[src/rtl/fp_pkg.sv]
// Shared definitions for the pipelined floating-point multiplier.
// Holds the casesspecial flag encodings, the operand class enum, the
// exponent bias helper and the operand classifier.
package fp_pkg;

  localparam logic [3:0] FLAG_NONE = 4'b0000;
  localparam logic [3:0] FLAG_ZERO = 4'b1000;
  localparam logic [3:0] FLAG_PINF = 4'b0100;
  localparam logic [3:0] FLAG_NINF = 4'b0010;
  localparam logic [3:0] FLAG_NAN  = 4'b0001;

  typedef enum logic [1:0] {CLS_ZERO, CLS_NORM, CLS_INF, CLS_NAN} fp_class_e;

  function automatic int unsigned fp_bias(input int unsigned exp_w);
    return (32'd1 << (exp_w - 1)) - 32'd1;
  endfunction

  // Subnormals (exp == 0, frac != 0) classify as zero: they are flushed.
  function automatic fp_class_e fp_classify(input logic exp_ones,
                                            input logic exp_zero,
                                            input logic frac_zero);
    if (exp_zero) return CLS_ZERO;
    if (exp_ones) return frac_zero ? CLS_INF : CLS_NAN;
    return CLS_NORM;
  endfunction

endpackage

[src/rtl/fp_round_norm.sv]
// Stage-3 combinational logic: normalise the mantissa product, round to
// nearest even, detect overflow/underflow and pack the result. A special
// case decided in stage 1 (spec_i != 0) overrides the arithmetic result.
//   sign_i  result sign
//   exp_i   signed biased exponent before normalisation
//   prod_i  {1,fracA} x {1,fracB}
//   spec_i  special-case flag carried from stage 1 (0000 = normal)
//   res_o   packed {sign, exp, frac}
//   flag_o  casesspecial flags
module fp_round_norm
  import fp_pkg::*;
#(
  parameter int EXP_W = 8,
  parameter int MAN_W = 23
) (
  input  logic                     sign_i,
  input  logic signed [EXP_W+1:0]  exp_i,
  input  logic [2*MAN_W+1:0]       prod_i,
  input  logic [3:0]               spec_i,
  output logic [EXP_W+MAN_W:0]     res_o,
  output logic [3:0]               flag_o
);

  localparam int EW2 = EXP_W + 2;
  localparam logic signed [EW2-1:0] ONE     = EW2'(1);
  localparam logic signed [EW2-1:0] ZERO    = EW2'(0);
  localparam logic signed [EW2-1:0] EXP_MAX = EW2'((1 << EXP_W) - 1);

  logic [MAN_W-1:0]       frac_t;
  logic [MAN_W:0]         frac_r;
  logic                   guard, sticky, rnd;
  logic signed [EW2-1:0]  e_n, e_r;

  always_comb begin
    // Product in [1,2): fraction sits one bit lower than in [2,4).
    frac_t = prod_i[2*MAN_W-1:MAN_W];
    guard  = prod_i[MAN_W-1];
    sticky = |prod_i[MAN_W-2:0];
    e_n    = exp_i;
    if (prod_i[2*MAN_W+1]) begin
      frac_t = prod_i[2*MAN_W:MAN_W+1];
      guard  = prod_i[MAN_W];
      sticky = |prod_i[MAN_W-1:0];
      e_n    = exp_i + ONE;
    end
    rnd    = guard & (sticky | frac_t[0]);
    frac_r = {1'b0, frac_t} + {{MAN_W{1'b0}}, rnd};
    // Carry out leaves the low fraction bits all zero already.
    e_r    = frac_r[MAN_W] ? e_n + ONE : e_n;

    res_o  = {sign_i, e_r[EXP_W-1:0], frac_r[MAN_W-1:0]};
    flag_o = FLAG_NONE;
    if (spec_i == FLAG_NAN) begin
      res_o  = {1'b0, {EXP_W{1'b1}}, 1'b1, {(MAN_W-1){1'b0}}};
      flag_o = FLAG_NAN;
    end else if (spec_i == FLAG_PINF || spec_i == FLAG_NINF) begin
      res_o  = {sign_i, {EXP_W{1'b1}}, {MAN_W{1'b0}}};
      flag_o = spec_i;
    end else if (spec_i == FLAG_ZERO) begin
      res_o  = {sign_i, {(EXP_W+MAN_W){1'b0}}};
      flag_o = FLAG_ZERO;
    end else if (e_r >= EXP_MAX) begin
      res_o  = {sign_i, {EXP_W{1'b1}}, {MAN_W{1'b0}}};
      flag_o = sign_i ? FLAG_NINF : FLAG_PINF;
    end else if (e_r <= ZERO) begin
      res_o  = {sign_i, {(EXP_W+MAN_W){1'b0}}};
      flag_o = FLAG_ZERO;
    end
  end

endmodule

[src/rtl/fp_multiplier_pipe.sv]
// Pipelined IEEE-754-style multiplier, 3 stages, valid/ready on both sides.
//   S1: classify, sign, exponent sum, register mantissas
//   S2: mantissa multiply
//   S3: normalise/round/pack (fp_round_norm), output register
// All stages advance together on en = ~out_valid | out_ready; in_ready = en.
//   clk, reset        clock, synchronous active-high reset
//   in_valid/in_ready operand handshake, dataA/dataB {sign, exp, frac}
//   out_valid/out_ready result handshake, dataR product
//   casesspecial      {zero, +inf, -inf, nan}
module fp_multiplier_pipe
  import fp_pkg::*;
#(
  parameter int EXP_W = 8,
  parameter int MAN_W = 23
) (
  input  logic                   clk,
  input  logic                   reset,
  input  logic                   in_valid,
  output logic                   in_ready,
  input  logic [EXP_W+MAN_W:0]   dataA,
  input  logic [EXP_W+MAN_W:0]   dataB,
  output logic                   out_valid,
  input  logic                   out_ready,
  output logic [EXP_W+MAN_W:0]   dataR,
  output logic [3:0]             casesspecial
);

  localparam int EW2 = EXP_W + 2;
  localparam int PW  = 2*MAN_W + 2;
  localparam logic signed [EW2-1:0] BIAS_S = EW2'(fp_bias(EXP_W));

  logic en;
  logic [2:0] vld_q;  // [0]=S1, [1]=S2, [2]=S3 (output)

  assign en        = ~vld_q[2] | out_ready;
  assign in_ready  = en;
  assign out_valid = vld_q[2];

  // ---- S1 combinational
  logic               sa, sb, sign_d;
  logic [EXP_W-1:0]   ea, eb;
  logic [MAN_W-1:0]   fa, fb;
  fp_class_e          ca, cb;
  logic [3:0]         spec_d;
  logic signed [EW2-1:0] exp_d;

  assign {sa, ea, fa} = dataA;
  assign {sb, eb, fb} = dataB;
  assign ca     = fp_classify(&ea, ~|ea, ~|fa);
  assign cb     = fp_classify(&eb, ~|eb, ~|fb);
  assign sign_d = sa ^ sb;
  assign exp_d  = $signed({2'b00, ea}) + $signed({2'b00, eb}) - BIAS_S;

  always_comb begin
    spec_d = FLAG_NONE;
    if (ca == CLS_NAN || cb == CLS_NAN ||
        (ca == CLS_INF && cb == CLS_ZERO) || (ca == CLS_ZERO && cb == CLS_INF))
      spec_d = FLAG_NAN;
    else if (ca == CLS_INF || cb == CLS_INF)
      spec_d = sign_d ? FLAG_NINF : FLAG_PINF;
    else if (ca == CLS_ZERO || cb == CLS_ZERO)
      spec_d = FLAG_ZERO;
  end

  // ---- pipeline state
  logic                  sign1_q, sign2_q;
  logic [3:0]            spec1_q, spec2_q;
  logic signed [EW2-1:0] exp1_q, exp2_q;
  logic [MAN_W:0]        mana1_q, manb1_q;
  logic [PW-1:0]         prod2_q, prod_d;
  logic [EXP_W+MAN_W:0]  res_q, res_d;
  logic [3:0]            flag_q, flag_d;

  assign prod_d = PW'(mana1_q) * PW'(manb1_q);

  fp_round_norm #(.EXP_W(EXP_W), .MAN_W(MAN_W)) u_round (
    .sign_i (sign2_q),
    .exp_i  (exp2_q),
    .prod_i (prod2_q),
    .spec_i (spec2_q),
    .res_o  (res_d),
    .flag_o (flag_d)
  );

  always_ff @(posedge clk) begin
    if (reset) begin
      vld_q  <= '0;
      res_q  <= '0;
      flag_q <= '0;
    end else if (en) begin
      vld_q <= {vld_q[1:0], in_valid};
      // Output only reloads on a real result so bubbles leave it quiet.
      if (vld_q[1]) begin
        res_q  <= res_d;
        flag_q <= flag_d;
      end
    end
  end

  // Datapath registers need no reset: validity is tracked by vld_q alone.
  always_ff @(posedge clk) begin
    if (en) begin
      sign1_q <= sign_d;
      spec1_q <= spec_d;
      exp1_q  <= exp_d;
      mana1_q <= {1'b1, fa};
      manb1_q <= {1'b1, fb};
      sign2_q <= sign1_q;
      spec2_q <= spec1_q;
      exp2_q  <= exp1_q;
      prod2_q <= prod_d;
    end
  end

  assign dataR        = res_q;
  assign casesspecial = flag_q;

endmodule

[config.mk]
export PLATFORM = sky130hd
export DESIGN_NAME = fp_multiplier_pipe
export DESIGN_NICKNAME = d
export VERILOG_FILES = /design/src/rtl/fp_pkg.sv /design/src/rtl/fp_round_norm.sv /design/src/rtl/fp_multiplier_pipe.sv
export SDC_FILE = /design/constraint.sdc
export NUM_CORES = 2
export LEC_CHECK = 0
export ABC_AREA = 0
export BUFFER_PORTS_ARGS = -buffer_cell sky130_fd_sc_hd__buf_2
export CORE_MARGIN = 2
export CORE_UTILIZATION = 59
export DETAILED_ROUTE_END_ITERATION = 7
export GPL_ROUTABILITY_DRIVEN = 0
export HOLD_SLACK_MARGIN = 0.02
export PLACE_DENSITY = 0.81
export SYNTH_ARGS = -nofsm -noshare
export SYNTH_HDL_FRONTEND = slang
export SYNTH_SLANG_ARGS = --single-unit
[constraint.sdc]
create_clock -name clk -period 7.22 [get_ports clk]
set_input_delay 1.444 -clock clk [delete_from_list [all_inputs] [get_ports clk]]
set_output_delay 1.444 -clock clk [all_outputs]
set_load 0.005 [all_outputs]
==> run_results.csv <==
group,metric,value,unit
worst_setup_path,startpoint,"mana1_q[19]",
floorplanning,start_util,0.595,
sta,setup_viol,0,
floorplanning,die_width,215,um
synthesis,syn_area,0.0262,sq mm
sta,min_period,7.03,ns
synthesis,synth-seq-area-share,0.172,
cts,clk_path_buf_depth,2,
routing,vias,20200,
worst_setup_path,critPathRequiredTime,7.45,ns
worst_setup_path,r2r-start,"mana1_q[19]",
cts,htree_levels,4,
cts,root_buffer,"clkbuf_16",
worst_setup_path,path_cells,"buf_4, and2_1, fa_1, fa_1, inv_1, fa_1, fa_1, inv_1, fa_1, fa_1, inv_1, fa_1, inv_1, ha_1, and3_1, o21ai_1, a2111oi_4, buf_4, nor2_2, o21ai_0, buf_4, a31oi_1, xnor2_1",
grt,antenna_found_initial,0,
synthesis,synth_area_leaders,"fa_1 (37%), edfxtp_1 (14%), ha_1 (9.1%)",
cells_and_area,final_nets,3619,
routing,vias_per_cell,5.80,
run,max-cap-violations,0,
routing,routedWlPerCell,20.5,um
cells_and_area,layout_commonest_cell,"inv_1",
grt,grt_pass1_wl,113,mm
sta,finalHoldViolCount,0,
placement,dpl_cell_area,0.0279,sq mm
routing,drtAntennaViolNets,0,
worst_setup_path,end_kind,"flip-flop",
worst_setup_path,crit_type,"flip-flop to flip-flop",
cts,worst_skew_pair.late_latency,0.49,ns
cells_and_area,fin_area,0.0287,sq mm
worst_setup_path,rrSetupSlack,0.19,ns
sta,skew,0.0113,ns
synthesis,synth_fp_nets,3489,
floorplanning,dieArea,0.0461,sq mm
placement,hpwl,58.8,mm
floorplanning,boundaryPins,106,
floorplanning,die_y,215,um
worst_setup_path,critPathMaxFanout,7,
sta,slew_violations,0,
worst_setup_path,crit_top_cell,"fa_1",
sta,relSlewSlack,0.166,
routing,drc,0,
cts,cts_tree,"yes",
synthesis,synthFlopType,"edfxtp_1",
routing,dr.first_iter.drc_count,1820,
synthesis,yosysWarnings,0,
grt,gr-usage-all-layers,0.319,
cells_and_area,final_cell_mix,"inv_1 (597), fa_1 (483), nand2_1 (323), and2_1 (248), ha_1 (191)",
sta,tns,0,ns
routing,finalWirelength,71.3,mm
synthesis,async_flop_share,0,
cells_and_area,diodes,0,
sta,period_share,0.973,
cts,clkTransAtPathRegs,0.08,ns
min_path,worstHoldStart,"exp1_q[8]",
worst_setup_path,crit_path_start_kind,"flip-flop",
cts,cts_hold_buf,0,
worst_setup_path,cp_slowest_cell,"edfxtp_1",
cells_and_area,layout-area-overhead-vs-synth,9.37,%
grt,grt_pass1_vias,21400,
synthesis,synth-seq-cells,163,
floorplanning,core,0.0440,sq mm
sta,worst_slew_pin_slew,1.24,ns
cts,numCtsBuffers,17,
cells_and_area,layout-drive-gt1-share,0.103,
synthesis,syn_area_per_cell,9.54,sq um
grt,grt_max_degree,73,
cts,numClockSinks,163,
synthesis,syn_inst,2747,
routing,drt-pass1-iter-count,6,
grt,grt.overflow.total,0,
min_path,min_path_type,"flip-flop to flip-flop",
run_status,outcome,"complete, no violations",
placement,io_buffers,105,
synthesis,yosysUniqueCellTypes,80,
sta,max_freq,0.142,GHz
synthesis,synth-edff-count,124,
worst_setup_path,crit_path_max_incr_delay,0.56,ns
synthesis,yosys.area.top_type,"fa_1",
floorplanning,std_cell_rows,77,
worst_setup_path,crit_arrival,7.25,ns
synthesis,yosys.area.top_type_share,0.369,
==> flip-flops by register name (all words and copies together), names as in the netlist <==
signal and cells:
sign2_q 1, exp2_q 10, mana1_q 23, casesspecial 4, dataR 32, exp1_q 10, sign1_q 1, prod2_q 48
spec1_q 4, spec2_q 4, vld_q 3, manb1_q 23
==> cell usage after synthesis, types with 4 or more instances <==
master,number
a211oi_1,16
a21o_1,21
a21oi_1,61
a221oi_1,4
a22o_1,22
a31oi_1,7
and2_1,248
and3_1,12
and4_1,4
buf_1,5
buf_6,4
clkbuf_1,109
dfxtp_1,39
edfxtp_1,124
fa_1,483
ha_1,191
inv_1,597
mux2_2,6
mux2i_1,26
nand2_1,323
nand2b_1,12
nand3_1,28
nand3b_1,5
nand4_1,17
nor2_1,105
nor2b_1,10
nor3_1,14
nor3b_1,4
nor4_1,24
nor4b_1,4
o211a_1,5
o211ai_1,5
o21ai_0,46
o21bai_1,9
o221ai_1,4
o22ai_1,5
or2_2,4
xnor2_1,57
xor2_1,27
==> worst max-delay path, delay by kind of cell, from the launching register on <==
family | cells | cell delay [ns]
buf+inv | 7 | 0.82
simple gates | 3 | 0.42
flops | 1 | 0.56
compound gates | 4 | 0.85
fa+ha+maj | 8 | 3.96
xor+xnor | 1 | 0.16
==> timing repair <==
| action | 4_1_cts | 5_1_grt |
|---|---|---|
| buffers inserted | 0 | 18 |
| endpoints found under the setup margin | 7 | 16 |
| gates resized for setup | 2 | 11 |
| pin swaps | 0 | 1 |
==> metal layers <==
metal,track usage,share of wire
met1,0.385,0.36
met3,0.0831,0.099
met5,0,0
met4,0.171,0.063
met2,0.526,0.47
==> area by class of cell <==
class,count,area (sq um)
flip-flops and latches,163,4500
inverters,600,2250
repair buffers,233,1530
clock inverters,15,205
well taps,592,741
fillers,3307,15400
clock buffers,17,425
multi-input cells,1862,19000
==> logic make-up after synthesis <==
kind of cell | after synthesis | synth area share
compound gates | 239 | 0.0617
simple gates | 832 | 0.160
fa+ha+maj | 674 | 0.460
flops | 163 | 0.172
buf+inv | 722 | 0.105
xor+xnor | 85 | 0.0287
mux | 32 | 0.0125
==> metrics by stage <==
step                      cells  hold WS [ns]  utilization  setup WS (ns)
after CTS                  3464         0.427        0.647         0.0688
after global routing       3482         0.438        0.651        -0.0554
after floorplan            2747         0.400            -          0.376
final                      3482         0.428        0.651          0.193
after global placement     3432         0.403        0.633        -0.0549
after detailed placement   3432         0.407        0.633         -0.167
==> final timing paths <==
kind                 endpoint  depth (start not counted)
hold / removal      exp2_q[8]                          0
hold reg to reg     exp2_q[8]                          0
setup / recovery  prod2_q[39]                         23
setup reg to reg  prod2_q[39]                         23
Power is not shown: default switching activity piles up to over one toggle a cycle in this logic, so the estimate is an artifact.
